[config.mk]
export PLATFORM = sky130hd
export DESIGN_NAME = oddr_tx_serializer_flat
export DESIGN_NICKNAME = d
export VERILOG_FILES = /design/src/rtl/oddr_tx_serializer_if.sv /design/src/rtl/oddr_tx_serializer.sv /design/src/flat_wrapper.sv
export SDC_FILE = /design/constraint.sdc
export NUM_CORES = 1
export LEC_CHECK = 0
export ABC_AREA = 0
export BUFFER_PORTS_ARGS = -buffer_cell sky130_fd_sc_hd__buf_2
export CAP_MARGIN = 20
export CELL_PAD_IN_SITES_DETAIL_PLACEMENT = 1
export CELL_PAD_IN_SITES_GLOBAL_PLACEMENT = 1
export CORE_MARGIN = 2
export CORE_UTILIZATION = 43
export DETAILED_ROUTE_END_ITERATION = 6
export PLACE_DENSITY = 0.93
export RECOVER_POWER = 100
export SLEW_MARGIN = 10
export SYNTH_ARGS = -nofsm -noshare
export SYNTH_HDL_FRONTEND = slang
export SYNTH_SLANG_ARGS = --single-unit
[constraint.sdc]
create_clock -name C -period 3.9 [get_ports C]
set_input_delay 0.78 -clock C [delete_from_list [all_inputs] [get_ports C]]
set_output_delay 0.78 -clock C [all_outputs]
set_load 0.01 [all_outputs]
[src/rtl/oddr_tx_serializer_if.sv]
// Word handshake between the transmit framing logic and the ODDR serializer.
interface oddr_tx_serializer_if #(
  parameter int WIDTH = 8
);
  logic             IN_VALID;
  logic [WIDTH-1:0] IN_DATA;
  logic             IN_LAST;
  logic             IN_READY;

  modport master (output IN_VALID, output IN_DATA, output IN_LAST, input IN_READY);
  modport slave  (input IN_VALID, input IN_DATA, input IN_LAST, output IN_READY);
endinterface

[src/rtl/oddr_tx_serializer.sv]
// Word-to-DDR scheduler: turns WIDTH-bit words into two bits per clock for
// one ODDR primitive. It also owns CE/R/S so the pad idles at IDLE_LEVEL
// between bursts. Every ODDR-facing output comes straight from a flop.
module oddr_tx_serializer #(
  parameter int   WIDTH      = 8,
  parameter logic IDLE_LEVEL = 1'b0,
  parameter int   GAP_CYCLES = 4,
  parameter bit   MSB_FIRST  = 1'b1
) (
  input  logic                  C,
  input  logic                  R_N,
  input  logic                  EN,
  oddr_tx_serializer_if.slave   in_if,
  output logic                  D1,
  output logic                  D2,
  output logic                  CE_OUT,
  output logic                  R_OUT,
  output logic                  S_OUT,
  output logic                  BUSY,
  output logic                  UNDERRUN
);

  localparam int N   = WIDTH / 2;
  localparam int CW  = (N > 1) ? $clog2(N) : 1;
  localparam int SHW = (WIDTH > 2) ? WIDTH - 2 : 1;
  localparam int GW  = (GAP_CYCLES > 0) ? $clog2(GAP_CYCLES + 1) : 1;
  localparam logic [CW-1:0] CNT_MAX = CW'(N - 1);

  typedef enum logic [1:0] {
    ST_IDLE  = 2'd0,
    ST_SHIFT = 2'd1,
    ST_GAP   = 2'd2
  } state_t;

  state_t           state_q, state_d;
  logic [CW-1:0]    cnt_q, cnt_d;
  logic [SHW-1:0]   shreg_q, shreg_d;
  logic             last_q, last_d;
  logic [GW-1:0]    gap_q, gap_d;
  logic             d1_q, d1_d, d2_q, d2_d;
  logic             ce_q, ce_d, r_q, r_d, s_q, s_d;
  logic             underrun_q, underrun_d;

  logic             in_ready;
  logic             accept;
  logic [WIDTH-1:0] word_ord;     // word reordered so the first bit in time is the MSB
  logic [SHW-1:0]   shreg_load;   // remainder after the first pair
  logic [SHW-1:0]   shreg_shift;  // shift register after popping one pair
  logic [1:0]       next_pair;    // {D1, D2} for the following cycle

  genvar gi;
  for (gi = 0; gi < WIDTH; gi++) begin : g_order
    if (MSB_FIRST) begin : g_msb
      assign word_ord[gi] = in_if.IN_DATA[gi];
    end else begin : g_lsb
      assign word_ord[gi] = in_if.IN_DATA[WIDTH-1-gi];
    end
  end

  // A 2-bit word has no remainder, so the shift register is a dummy there.
  if (WIDTH > 2) begin : g_sh
    assign shreg_load = word_ord[WIDTH-3:0];
    assign next_pair  = shreg_q[SHW-1 -: 2];
    if (WIDTH > 4) begin : g_wide
      assign shreg_shift = {shreg_q[SHW-3:0], 2'b00};
    end else begin : g_narrow
      assign shreg_shift = '0;
    end
  end else begin : g_nosh
    assign shreg_load  = '0;
    assign next_pair   = {2{IDLE_LEVEL}};
    assign shreg_shift = shreg_q;
  end

  // Ready: idle takes a word whenever enabled; a running burst only on its final pair.
  always_comb begin
    in_ready = 1'b0;
    case (state_q)
      ST_IDLE:  in_ready = EN;
      ST_SHIFT: in_ready = (cnt_q == CNT_MAX) && !last_q && EN;
      default:  in_ready = 1'b0;
    endcase
  end

  assign in_if.IN_READY = in_ready && R_N;
  assign accept         = in_if.IN_VALID && in_ready;

  // Next-state and next-output computation for the IDLE/SHIFT/GAP scheduler.
  always_comb begin
    state_d    = state_q;
    cnt_d      = cnt_q;
    shreg_d    = shreg_q;
    last_d     = last_q;
    gap_d      = gap_q;
    d1_d       = d1_q;
    d2_d       = d2_q;
    ce_d       = ce_q;
    r_d        = r_q;
    s_d        = s_q;
    underrun_d = 1'b0;

    if (accept) begin
      state_d = ST_SHIFT;
      cnt_d   = '0;
      d1_d    = word_ord[WIDTH-1];
      d2_d    = word_ord[WIDTH-2];
      shreg_d = shreg_load;
      last_d  = in_if.IN_LAST;
      ce_d    = 1'b1;
      r_d     = 1'b0;
      s_d     = 1'b0;
    end else begin
      case (state_q)
        ST_SHIFT: begin
          if (cnt_q != CNT_MAX) begin
            cnt_d   = cnt_q + CW'(1);
            d1_d    = next_pair[1];
            d2_d    = next_pair[0];
            shreg_d = shreg_shift;
          end else begin
            // Starved only if the framer still owed us a word and was allowed to send it.
            underrun_d = !last_q && EN;
            d1_d       = IDLE_LEVEL;
            d2_d       = IDLE_LEVEL;
            ce_d       = 1'b0;
            r_d        = !IDLE_LEVEL;
            s_d        = IDLE_LEVEL;
            if (GAP_CYCLES == 0) begin
              state_d = ST_IDLE;
            end else begin
              state_d = ST_GAP;
              gap_d   = GW'(GAP_CYCLES);
            end
          end
        end
        ST_GAP: begin
          if (gap_q <= GW'(1)) begin
            state_d = ST_IDLE;
            gap_d   = '0;
          end else begin
            gap_d = gap_q - GW'(1);
          end
        end
        default: begin
          state_d = ST_IDLE;
        end
      endcase
    end
  end

  // State and output flops; reset forces the pad to its idle drive immediately.
  always_ff @(posedge C or negedge R_N) begin
    if (!R_N) begin
      state_q    <= ST_IDLE;
      cnt_q      <= '0;
      shreg_q    <= '0;
      last_q     <= 1'b0;
      gap_q      <= '0;
      d1_q       <= IDLE_LEVEL;
      d2_q       <= IDLE_LEVEL;
      ce_q       <= 1'b0;
      r_q        <= !IDLE_LEVEL;
      s_q        <= IDLE_LEVEL;
      underrun_q <= 1'b0;
    end else begin
      state_q    <= state_d;
      cnt_q      <= cnt_d;
      shreg_q    <= shreg_d;
      last_q     <= last_d;
      gap_q      <= gap_d;
      d1_q       <= d1_d;
      d2_q       <= d2_d;
      ce_q       <= ce_d;
      r_q        <= r_d;
      s_q        <= s_d;
      underrun_q <= underrun_d;
    end
  end

  assign D1       = d1_q;
  assign D2       = d2_q;
  assign CE_OUT   = ce_q;
  assign R_OUT    = r_q;
  assign S_OUT    = s_q;
  assign BUSY     = (state_q != ST_IDLE);
  assign UNDERRUN = underrun_q;

endmodule
[src/flat_wrapper.sv]
// flat-port wrapper written by rule: the top's interface ports become plain ports
module oddr_tx_serializer_flat 
#(
  parameter int   WIDTH      = 8,
  parameter logic IDLE_LEVEL = 1'b0,
  parameter int   GAP_CYCLES = 4,
  parameter bit   MSB_FIRST  = 1'b1
)
  (C, R_N, EN, D1, D2, CE_OUT, R_OUT, S_OUT, BUSY, UNDERRUN, in_if_IN_VALID, in_if_IN_DATA, in_if_IN_LAST, in_if_IN_READY);
  oddr_tx_serializer_if #(.WIDTH(WIDTH)) in_if_i ();
  input  logic C;
  input  logic R_N;
  input  logic EN;
  output logic D1;
  output logic D2;
  output logic CE_OUT;
  output logic R_OUT;
  output logic S_OUT;
  output logic BUSY;
  output logic UNDERRUN;
  input wire logic [$bits(in_if_i.IN_VALID)-1:0] in_if_IN_VALID;
  input wire logic [$bits(in_if_i.IN_DATA)-1:0] in_if_IN_DATA;
  input wire logic [$bits(in_if_i.IN_LAST)-1:0] in_if_IN_LAST;
  output wire logic [$bits(in_if_i.IN_READY)-1:0] in_if_IN_READY;
  assign in_if_i.IN_VALID = in_if_IN_VALID;
  assign in_if_i.IN_DATA = in_if_IN_DATA;
  assign in_if_i.IN_LAST = in_if_IN_LAST;
  assign in_if_IN_READY = in_if_i.IN_READY;
  oddr_tx_serializer #(.WIDTH(WIDTH), .IDLE_LEVEL(IDLE_LEVEL), .GAP_CYCLES(GAP_CYCLES), .MSB_FIRST(MSB_FIRST)) u_core (.C(C), .R_N(R_N), .EN(EN), .in_if(in_if_i), .D1(D1), .D2(D2), .CE_OUT(CE_OUT), .R_OUT(R_OUT), .S_OUT(S_OUT), .BUSY(BUSY), .UNDERRUN(UNDERRUN));
endmodule
; ---- After elaboration in Yosys (flattened, before gate mapping)
; Cells that the tools add are included.
[totals]
register_bits = 20
in_bits = 13
output_inout_bits = 8
word_cells = 68
[classes]
n_addsub = 2
n_lt_le_gt_ge = 1
eq_ne = 8
muxes = 30
bitwise = 1
n_reduce_logical = 15
[ops]
columns = operator, count
row1 = 2-to-1 mux 6 bit, 3
row2 = 2-to-1 mux 1 bit, 16
row3 = 2-to-1 mux 2 bit, 6
row4 = nonzero test 2 bit, 4
row5 = 2-to-1 mux 3 bit, 2
row6 = one-hot mux 3 bit (2 select lines), 1
row7 = AND reduction 2 bit, 3
row8 = logical AND 1 bit, 5
row9 = "equality test 2 bit, second input constant", 2
row10 = "!= test 2 bit, second input constant", 2
row11 = one-hot mux 2 bit (2 select lines), 1
row12 = "less-or-equal comparator 3 x 1 -> 1 bit, second input constant", 1
row13 = "!= test 3 x 1 -> 1 bit, second input constant", 1
row14 = "!= test 3 x 2 -> 1 bit, second input constant", 1
row15 = AND reduction 3 bit, 1
row16 = "subtractor 3 x 1 -> 3 bit, second input constant", 1
row17 = "adder 2 x 1 -> 2 bit, second input constant", 1
row18 = "equality test 2 x 1 -> 1 bit, second input constant", 1
row19 = zero test 2 bit, 1
row20 = "!= test 2 x 1 -> 1 bit, second input constant", 1
row21 = one-hot mux 1 bit (2 select lines), 1
row22 = zero test 1 bit, 1
row23 = NOT 1 bit, 1

; ---- Depth between registers and ports, before layout
; Gate-level depths: netlist (run 1).
[depth]
ltp_word = 7
ltp_mapped = 5
ltp_nobuf = 5

; ---- Worst setup path after synthesis (run 1)
; OpenSTA, ideal clock, no wires.
[synth_path]
path_type = in2out
from = in EN
to = out in_if_IN_READY
t_arrival_ns = 1.050
t_required_ns = 3.120
path_slack_ns = 2.070
stages = 2
n_path_buf = 0
path_cell_list = nand3b_1 a21oi_1
[synth_between]
elab_chain_cells = 3
[synth_lines]
columns = item, line_no
row1 = "start, declared", flat_wrapper.sv:13  ; input logic EN;
row2 = logical AND 1 bit, oddr_tx_serializer.sv:80  ; ST_SHIFT: in_ready = (cnt_q == CNT_MAX) && !last_q && EN;
row3 = one-hot mux 1 bit (2 select lines) (*), oddr_tx_serializer.sv:78  ; case (state_q)
row4 = logical AND 1 bit (*), oddr_tx_serializer.sv:85  ; assign in_if.IN_READY = in_ready && R_N;
row5 = "end, declared", flat_wrapper.sv:24  ; output wire logic [$bits(in_if_i.IN_READY)-1:0] in_if_IN_READY;
; Mark *: on every way between the ends. The rest lies on a longest branch, timed or not.

; ---- Worst setup path after layout (run 1)
[layout_path]
from = in R_N
to = out in_if_IN_READY
[layout_between]
elab_chain_cells = 1
[layout_lines]
columns = item, line_no
row1 = "start, declared", flat_wrapper.sv:12  ; input logic R_N;
row2 = logical AND 1 bit, oddr_tx_serializer.sv:85
; Every way passes these cells.

==> results.ini, run 1 <==
[outcome]
status=finished with violations
violations=max-capacitance violations, max-slew violations

[placed_design]
gp_congestion=0.792
dp_cells=141
portBuffers=19
place_hpwl_um=1600

[sta]
finalSetupViolations=0
finalCriticalPeriod_ps=2820
max_freq_mhz=354
finalSetupTns_ps=0
max_slew_margin_pct=-13.5
fin_skew_ps=4.96
final_max_slew_viol_count=15
finalHoldViolations=0
finalCritPeriodShare_pct=72.3
tightest_slew_ps=1690
rsz0062_at_grt=no

[final_layout]
final_cell_mix=18 x dfrtp_1, 16 x nand2_1, 11 x buf_2, 9 x o21ai_0, 8 x clkbuf_1
area_delta_synth_final_pct=11.4
instances_no_fill=145
mostFrequentLayoutCell=dfrtp_1
antenna_cells=0
seqCellArea_um2=477
multi_input_comb_area_um2=450
drive_gt1_share_pct=16.2
nets=134
nFillCells=275

[clock_tree]
cts_tree=built
numCtsBuffers=3
cts_htree_levels=1
ctsHoldBuffers=0
worstSkewPairLatency_ps=300
cts_root_buffer=clkbuf_4
clk_pin_slew_ps=100
cts_resized=0
clk_path_buf_depth=2
post_cts_buffers=0
numClockSinks=19

[worst_setup_path]
worst_setup_path_start_kind=input port
r2r-start=u_core.cnt_q[0]$_DFFE_PN0P_
startpoint=R_N
cp.required_ps=3120
end_kind=output port
path_max_fanout=20
rr_worst_depth=4
path_class=input port to output port
critPathArrivalTime_ps=2040

[floorplan]
rows=17
coreArea_mm2=0.00219
initial_utilization_pct=45.1
io_pins=21
dieWidth_um=51.9
die_y_um=51.9
dieArea_mm2=0.00270

[yosys]
synth_cell_types=34
ys_seq_area_share_pct=48.2
syn_area_per_cell_um2=10.1
synth_cells=98
synth_area_leaders=dfrtp_1 46%, nand2_1 6.1%, and4b_1 4.1%
synth_warnings=0
syn-num-nets=114
syn_area_um2=988
yosys.area.top_type_share_pct=45.6
ys_ff_latch=19
synth_area_leader_cell=dfrtp_1

[pwr]
ir_drop_v=0.000261
leakage_uw=0.000514
total_power_uw=789
power_density_mw_per_mm2=716

[global_routing]
grt_overflow=0
antenna_found_initial=0
grt_pass1_vias=830
grt_pass1_wl_um=3710
grt_max_degree=21
grt.total_usage_pct=18.5

[drt]
drc=0
drt-total-wl_um=2160
wire_per_inst_um=14.9
vias_per_cell=5.47
drtIter0Drc=21
dr_total_vias=793
drtAntennaViolNets=0
firstDrtPassIters=4

[hold_path]
hp-class=register to register
worst_hold_startpoint=u_core.CE_OUT$_DFFE_PN0P_
hold_depth=1

[run]
drv_cap=1

[cell families after synthesis]
| kind of cell | after synthesis | share of synthesized area, % |
|---|---|---|
| compound gates | 24 | 17.0 |
| fa+ha+maj | 3 | 3.80 |
| buf+inv | 11 | 5.70 |
| flops | 19 | 48.2 |
| other cells | 1 | 0.379 |
| simple gates | 37 | 21.8 |
| mux | 3 | 3.16 |
[registers in the layout, indices dropped and copies added, names as in the netlist]
signal           flops
u_core.CE_OUT        1
u_core.D2            1
u_core.last_q        1
u_core.gap_q         3
u_core.cnt_q         2
u_core.R_OUT         1
u_core.UNDERRUN      1
u_core.D1            1
u_core.state_q       2
u_core.shreg_q       6
[per-stage QoR]
| step | hold WS [ps] | util [%] | area (µm²) | setup WS, ps |
|---|---|---|---|---|
| 2_1_floorplan | 472 | - | 988 | 2070 |
| 3_3_place_gp | 474 | 49.7 | 1090 | 1590 |
| 3_5_place_dp | 476 | 49.7 | 1090 | 1520 |
| 4_1_cts | 412 | 50.9 | 1120 | 1510 |
| 5_1_grt | 529 | 50.3 | 1100 | 845 |
| 6_report | 495 | 50.3 | 1100 | 1080 |
[report_power, final]
group	switching, µW	total, µW	leakage (µW)	internal (µW)
Combinational	186	332	0.000259	147
Sequential	73.9	357	0.000237	283
Clock	60.9	99.1	0.0000177	38.2
[path summary, 6_finish.rpt]
path / to / slack (ps)
worst min-delay path: u_core.CE_OUT$_DFFE_PN0P_ / 500
worst min register to register: u_core.CE_OUT$_DFFE_PN0P_ / 500
worst max register to register: u_core.last_q$_DFFE_PN0P_ / 1280
min in group asynchronous: u_core.cnt_q[1]$_DFFE_PN0P_ / 640
worst max-delay path: in_if_IN_READY / 1080
max in group asynchronous: u_core.cnt_q[0]$_DFFE_PN0P_ / 2640
[critical path, stage by stage]
cell and delay [ps]:
clkbuf_1 750, nand3b_1 150, a21oi_1 180, clkbuf_1 170
[cells in the mapped netlist]
cell type / n
nand2b_1: 4
nand3_1: 1
o21a_1: 1
or3b_1: 1
ha_1: 3
o32ai_1: 1
nor4b_1: 1
a21oi_1: 1
buf_6: 1
a21o_1: 2
and2_1: 2
dfstp_2: 1
dfrtp_1: 18
clkbuf_1: 1
a211oi_2: 1
o211ai_1: 5
nor3b_2: 1
and3b_1: 1
mux2_1: 1
o22ai_1: 1
and4b_1: 4
mux2i_1: 2
or2_2: 1
buf_4: 2
a221o_1: 2
nor2_1: 2
o21ai_0: 6
o21ai_1: 3
nand3b_1: 1
o21ba_2: 1
conb_1: 1
nor2b_1: 2
nand2_1: 16
inv_1: 7
[layer usage]
metal	wire length [µm]	part of all wire (%)	global-route usage, %
met3	67	3.1	2.59
met1	1000	46	24.9
met5	0	0	0
met4	27	1.3	9.65
met2	1060	49	28.9
[layout make-up]
| cell class | instances | area share (%) |
|---|---|---|
| sequential | 19 | 43.3 |
| multi-input combinational | 68 | 40.9 |
| timing repair buffer | 19 | 7.73 |
| tap | 28 | 3.18 |
| inverter | 7 | 2.39 |
| clock buffer | 3 | 2.05 |
| clock inverter | 1 | 0.455 |
(Power assumes the default switching activity.)
==> inputs of run 2 (changes only) <==
Settings changed: ABC_AREA 0 to 1, CORE_UTILIZATION 43 to 38, PLACE_DENSITY 0.93 to 0.87.
Clock period 3.9 ns to 2.8 ns, I/O delays scaled along.
==> run 2 against run 1 <==
The run now ends clean. Synthesized area shrank 3.0%. Final cell count up 12%. Via count rose by 2.4%. Sequential power grew 27%. Register-to-register slack lost 390 ps. Cell area fell by 3.1%. Die area increased by 9.0%. Clock skew fell by 3.1 ps. Largest power group unchanged. Highest routed layer is now met3.
==> results.ini, run 2 <==
[global_routing]
grt.total_usage_pct=17.0  ; -1.5 points
grt_overflow=0  ; unchanged
grt_max_degree=20  ; -4.8%
antenna_found_initial=0  ; unchanged
grt_pass1_vias=805  ; -3.0%
grt_pass1_wl_um=3550  ; -4.1%

[drt]
firstDrtPassIters=4  ; unchanged
drtAntennaViolNets=0  ; unchanged
vias_per_cell=4.98  ; -8.9%
wire_per_inst_um=13.5  ; -9.5%
dr_total_vias=812  ; +2.4%
drtIter0Drc=10  ; -52%
drt-total-wl_um=2200  ; +1.7%
drc=0  ; unchanged

[yosys]
ys_ff_latch=19  ; unchanged
synthTopCellsByCount=31 x nand2_1, 22 x nand3_1, 18 x dfrtp_1
syn_area_per_cell_um2=8.48  ; -16%
synth_cell_types=21  ; -38%
synth_area_leaders=dfrtp_1 47%, nand2_1 12%, nand3_1 11%
synth_area_leader_cell=dfrtp_1
synth_edf_count=0  ; unchanged
synth_flop_cell=dfrtp_1
ys_seq_area_share_pct=49.7  ; +1.5 points
synth_cells=113  ; +15%
yosysMostFrequentCell=nand2_1
syn-num-nets=129  ; +13%
synth_warnings=0  ; unchanged
syn_area_um2=958  ; -3.0%
synthArstFlopShare_pct=100  ; unchanged
yosys.area.top_type_share_pct=47.0  ; +1.4 points

[final_layout]
top_register=u_core.shreg_q
area_delta_synth_final_pct=11.4  ; about the same
nets=150  ; +12%
antenna_cells=0  ; unchanged
instances_no_fill=163  ; +12%
nFillCells=324  ; +18%
seqCellArea_um2=477  ; unchanged
mostFrequentLayoutCell=nand2_1
multi_input_comb_area_um2=389  ; -14%
final_util_pct=43.9  ; -6.4 points
largest_reg_flops=6  ; unchanged
final_cell_mix=32 x nand2_1, 23 x nand3_1, 18 x dfrtp_1, 13 x inv_1, 11 x buf_2
drive_gt1_share_pct=13.5  ; -2.7 points
largest_registers=u_core.shreg_q: 6 flops, u_core.gap_q: 3 flops

[sta]
rsz0062_at_grt=no
max_freq_mhz=495
finalHoldViolations=0  ; unchanged
tightest_slew_ps=1040  ; -651 ps
finalSetupViolations=0  ; unchanged
fin_skew_ps=1.87  ; -3.09 ps
finalCriticalPeriod_ps=2020
max_slew_margin_pct=30.6  ; +44 points
finalSetupTns_ps=0  ; unchanged
final_max_slew_viol_count=0  ; -15
finalCritPeriodShare_pct=72.2

[floorplan]
dieWidth_um=54.2  ; +4.4%
initial_utilization_pct=39.4  ; -5.7 points
coreArea_mm2=0.00243  ; +11%
io_pins=21  ; unchanged
rows=18  ; +1
die_y_um=54.2  ; +4.4%
dieArea_mm2=0.00294  ; +9.0%

[clock_tree]
worstSkewPairLatency_ps=300  ; about the same
ctsHoldBuffers=0  ; unchanged
cts_root_buffer=clkbuf_4
cts_htree_levels=1  ; unchanged
post_cts_buffers=0  ; unchanged
cts_tree=built
cts_resized=0  ; unchanged
numClockSinks=19  ; unchanged
clk_path_buf_depth=2  ; unchanged
numCtsBuffers=3  ; unchanged
clk_pin_slew_ps=110  ; about the same

[placed_design]
dp_cells=159  ; +13%
portBuffers=19  ; unchanged
place_hpwl_um=1690  ; +5.6%
gp_congestion=0.745  ; -6.0%

[worst_setup_path]
rr_worst_depth=7  ; +3
path_cells=ha_1 > inv_1 > nor2_1 > nand3_1 > a21boi_0 > clkbuf_1
critPathArrivalTime_ps=1460  ; -580 ps
slowest_delay_ps=390  ; -360 ps
worst_path_max_delay_cell=dfrtp_1
r2r-start=u_core.cnt_q[0]$_DFFE_PN0P_
path_max_fanout=3  ; -85%
path_class=register to output port
r2r_end=u_core.gap_q[0]$_DFFE_PN0P_
regToRegSetupSlack_ps=890  ; -390 ps
cp.required_ps=2240  ; -880 ps
worst_setup_path_start_kind=register
end_kind=output port

[hold_path]
hp-class=input port to register
hold_depth=2  ; +1
worst_hold_startpoint=in_if_IN_LAST
hold_end=u_core.last_q$_DFFE_PN0P_

[outcome]
status=finished, final reports clean

[pwr]
ir_drop_v=0.000359  ; +38%
power_density_mw_per_mm2=983  ; +37%
leakage_uw=0.000560  ; +9.0%
total_power_uw=1050  ; +33%

[run]
drv_cap=0  ; -1

==> run 2: worst max-delay path by stage <==
stage	from	end	slack (ps)
floorplan	u_core.cnt_q[0]$_DFFE_PN0P_	in_if_IN_READY	1210
global placement	EN	in_if_IN_READY	1160
detailed placement	u_core.cnt_q[0]$_DFFE_PN0P_	in_if_IN_READY	1110
CTS	u_core.cnt_q[0]$_DFFE_PN0P_	in_if_IN_READY	760
global route	u_core.cnt_q[0]$_DFFE_PN0P_	in_if_IN_READY	590
finish	u_core.cnt_q[0]$_DFFE_PN0P_	in_if_IN_READY	780
==> run 2: metal layers <==
metal / global-route usage, % / wire length (µm)
met2: 29.1 / 1180
met1: 21.8 / 961
met5: 0 / 0
met4: 7.50 / 0
met3: 1.64 / 56
==> run 2: logic make-up (layout without fill, tap and decap cells) <==
kind of cell             Yosys count  in the layout  synth area share (%)
other                              1              1                 0.391
flip-flops                        19             19                  49.7
buffers and inverters             17             37                  7.96
AND/OR/NAND/NOR                   63             63                  30.3
AO/OA/AOI/OAI                     10             10                  7.70
adder cells (fa/ha/maj)            3              3                  3.92
==> run 2: per-stage QoR <==
step	area, µm²	hold slack, ps	setup WS (ps)
final	1070	472	779
after global routing	1070	465	589
after CTS	1100	225	756
after detailed placement	1070	472	1110
after global placement	1070	456	1160
after floorplan	958	264	1210
==> run 2: critical path: cells and delay by family, from the launching register on <==
family | cells | cell delay (ps)
AND/OR/NAND/NOR | 2 | 190
flip-flops | 1 | 390
buffers and inverters | 2 | 230
adder cells (fa/ha/maj) | 1 | 170
AO/OA/AOI/OAI | 1 | 180
==> run 2: area by class of cell <==
type	instances	share of cell area, %
Sequential cell	19	44.7
Multi-Input combinational cell	77	36.5
Timing Repair Buffer	20	8.32
Inverter	13	4.57
Tap cell	30	3.52
Clock buffer	4	2.46
==> run 2: report_power, final <==
group | total [µW] | switching (µW) | internal [µW] | leakage, µW
combinational | 453 | 301 | 152 | 0.000306
sequential | 455 | 66.6 | 389 | 0.000238
clock | 141 | 85.4 | 55.5 | 0.0000150
==> inputs of run 3 (changes only) <==
Clock period 2.8 ns to 1.95 ns, I/O delays scaled along.
==> run 3 against run 2 <==
Count of clock-buffer cells in the layout down 1. Register-to-register slack worse by 470 ps. Final cell count up 1.8%. Combinational power up 62%. Largest cell class unchanged.
==> results.ini, run 3 (synthesis gave the netlist of run 2 again) <==
[drt]
drt-total-wl_um=2270  ; +3.2%
drc=0  ; unchanged
wire_per_inst_um=13.7  ; +1.4%
drtAntennaViolNets=0  ; unchanged
drtIter0Drc=10  ; unchanged
vias_per_cell=4.89  ; -1.8%
dr_total_vias=812  ; unchanged
firstDrtPassIters=4  ; unchanged

[worst_setup_path]
cp_num_buf_inv=2  ; unchanged
slowest_delay_ps=370  ; -20 ps
end_kind=output port
path_cells=ha_2 > inv_2 > nor2_2 > nand3_2 > a21boi_2 > buf_2
cp.required_ps=1560  ; -680 ps
r2r-start=u_core.state_q[1]$_DFFE_PN0P_
worst_path_max_delay_cell=dfrtp_1
path_class=register to output port
worst_setup_path_start_kind=register
path_max_fanout=2  ; -1
regToRegSetupSlack_ps=420  ; -470 ps
critPathArrivalTime_ps=1450  ; about the same
critPathTopFamily=flip-flops
rr_worst_depth=5  ; -2
r2r_end=u_core.D2$_DFFE_PN0P_

[final_layout]
antenna_cells=0  ; unchanged
largest_registers=u_core.shreg_q: 6 flops, u_core.gap_q: 3 flops
final_cell_mix=31 x nand2_1, 21 x nand3_1, 19 x buf_2, 18 x dfrtp_1, 12 x inv_1
top_register=u_core.shreg_q
nFillCells=303  ; -6.5%
nets=153  ; +2.0%
drive_gt1_share_pct=27.9  ; +14 points
largest_reg_flops=6  ; unchanged
mostFrequentLayoutCell=nand2_1
area_delta_synth_final_pct=18.0
final_util_pct=46.5  ; +2.6 points
instances_no_fill=166  ; +1.8%

[hold_path]
hold_end=u_core.last_q$_DFFE_PN0P_
worst_hold_startpoint=in_if_IN_LAST
hold_depth=2  ; unchanged
hp-class=input port to register

[pwr]
power_density_mw_per_mm2=1420  ; +45%
clock_power_share_pct=13.1  ; -0.3 points
p_sw_share_pct=43.3  ; +0.11 points
intPower_uw=912  ; +53%
switching_power_uw=697  ; +54%
leakage_uw=0.000611  ; +9.1%
ir_drop_v=0.000744  ; +110%
p_comb_share_pct=45.7  ; +2.5 points
total_power_uw=1610  ; +53%
pwr-share-seq_pct=41.2  ; -2.2 points

[clock_tree]
numCtsBuffers=3  ; unchanged
clk_pin_slew_ps=120  ; about the same
clk_path_buf_depth=2  ; unchanged
cts_root_buffer=clkbuf_4
cts_htree_levels=1  ; unchanged
worstSkewPairLatency_ps=310  ; about the same
numClockSinks=19  ; unchanged
cts_tree=built

[sta]
finalCriticalPeriod_ps=1840
final_max_slew_viol_count=0  ; unchanged
max_slew_margin_pct=31.1  ; +0.54 points
finalSetupViolations=0  ; unchanged
setup_slack_ps=114  ; -665 ps
tightest_slew_ps=1030  ; -8.07 ps
finalSetupTns_ps=0  ; unchanged
max_freq_mhz=545
finalHoldViolations=0  ; unchanged
fin_skew_ps=11.1  ; +9.22 ps
finalCritPeriodShare_pct=94.2

[outcome]
status=finished, final reports clean

[placed_design]
dp_cells=160  ; +0.63%
place_hpwl_um=1540  ; -8.7%
dp_slack_ps=417  ; -692 ps
portBuffers=19  ; unchanged
gp_congestion=0.693  ; -7.0%

[global_routing]
antenna_found_initial=0  ; unchanged
grt.total_usage_pct=15.8  ; -1.2 points
grt_pass1_wl_um=3220  ; -9.3%
grt_max_degree=20  ; unchanged
grt_pass1_vias=719  ; -11%
grt_overflow=0  ; unchanged

[floorplan]
initial_utilization_pct=39.4  ; unchanged
io_pins=21  ; unchanged
die_y_um=54.2  ; unchanged
dieArea_mm2=0.00294  ; unchanged
coreArea_mm2=0.00243  ; unchanged
rows=18  ; unchanged
dieWidth_um=54.2  ; unchanged

[run]
drv_cap=0  ; unchanged

==> run 3: layout make-up <==
class | instances | area (µm²) | area share, %
clock inverters | 1 | 5.00 | 0.442
inverters | 13 | 48.8 | 4.31
well taps | 30 | 37.5 | 3.32
repair buffers | 23 | 121 | 10.7
clock buffers | 3 | 22.5 | 1.99
flip-flops and latches | 19 | 477 | 42.1
multi-input cells | 77 | 419 | 37.1
==> run 3: metal layers <==
| layer | wire (µm) | share of wire, % | track usage (%) |
|---|---|---|---|
| met5 | 0 | 0 | 0 |
| met4 | 65 | 2.9 | 8.75 |
| met3 | 56 | 2.5 | 2.46 |
| met2 | 1100 | 49 | 23.9 |
| met1 | 1040 | 46 | 21.5 |
==> run 3: timing repair <==
action                                 CTS  global route
hold buffers                             0             0
endpoints found under the hold margin    0             0
setup buffers                            0             2
setup endpoints to repair                0             1
gates resized for setup                  0             6
==> run 3: power by group through the flow <==
| stage | Clock (µW) | Combinational [µW] | Sequential, µW |
|---|---|---|---|
| after floorplan | 0 | 488 | 661 |
| after global placement | 0 | 649 | 652 |
| after detailed placement | 0 | 681 | 671 |
| after CTS | 216 | 690 | 660 |
| after global routing | 243 | 845 | 685 |
| final | 211 | 735 | 663 |
==> run 3: worst register-to-register path, delay by kind of cell, from the launching register on <==
family	cells	cell delay, ps
buffers and inverters	1	290
flip-flops	1	450
AND/OR/NAND/NOR	4	740
==> run 3: how the worst max path moves through the flow <==
stage	cells past startpoint	start	end
final	6	u_core.cnt_q[0]$_DFFE_PN0P_	in_if_IN_READY
after global routing	6	u_core.cnt_q[0]$_DFFE_PN0P_	in_if_IN_READY
after CTS	6	u_core.cnt_q[0]$_DFFE_PN0P_	in_if_IN_READY
after detailed placement	6	u_core.cnt_q[0]$_DFFE_PN0P_	in_if_IN_READY
after global placement	6	u_core.cnt_q[0]$_DFFE_PN0P_	in_if_IN_READY
after floorplan	5	u_core.cnt_q[0]$_DFFE_PN0P_	in_if_IN_READY
==> run 3: per-stage QoR <==
step | hold slack, ps | cell area [µm²]
after global placement | 386 | 1080
after global routing | 297 | 1130
after detailed placement | 379 | 1080
after floorplan | 94.4 | 958
final | 302 | 1130
after CTS | 27.2 | 1110
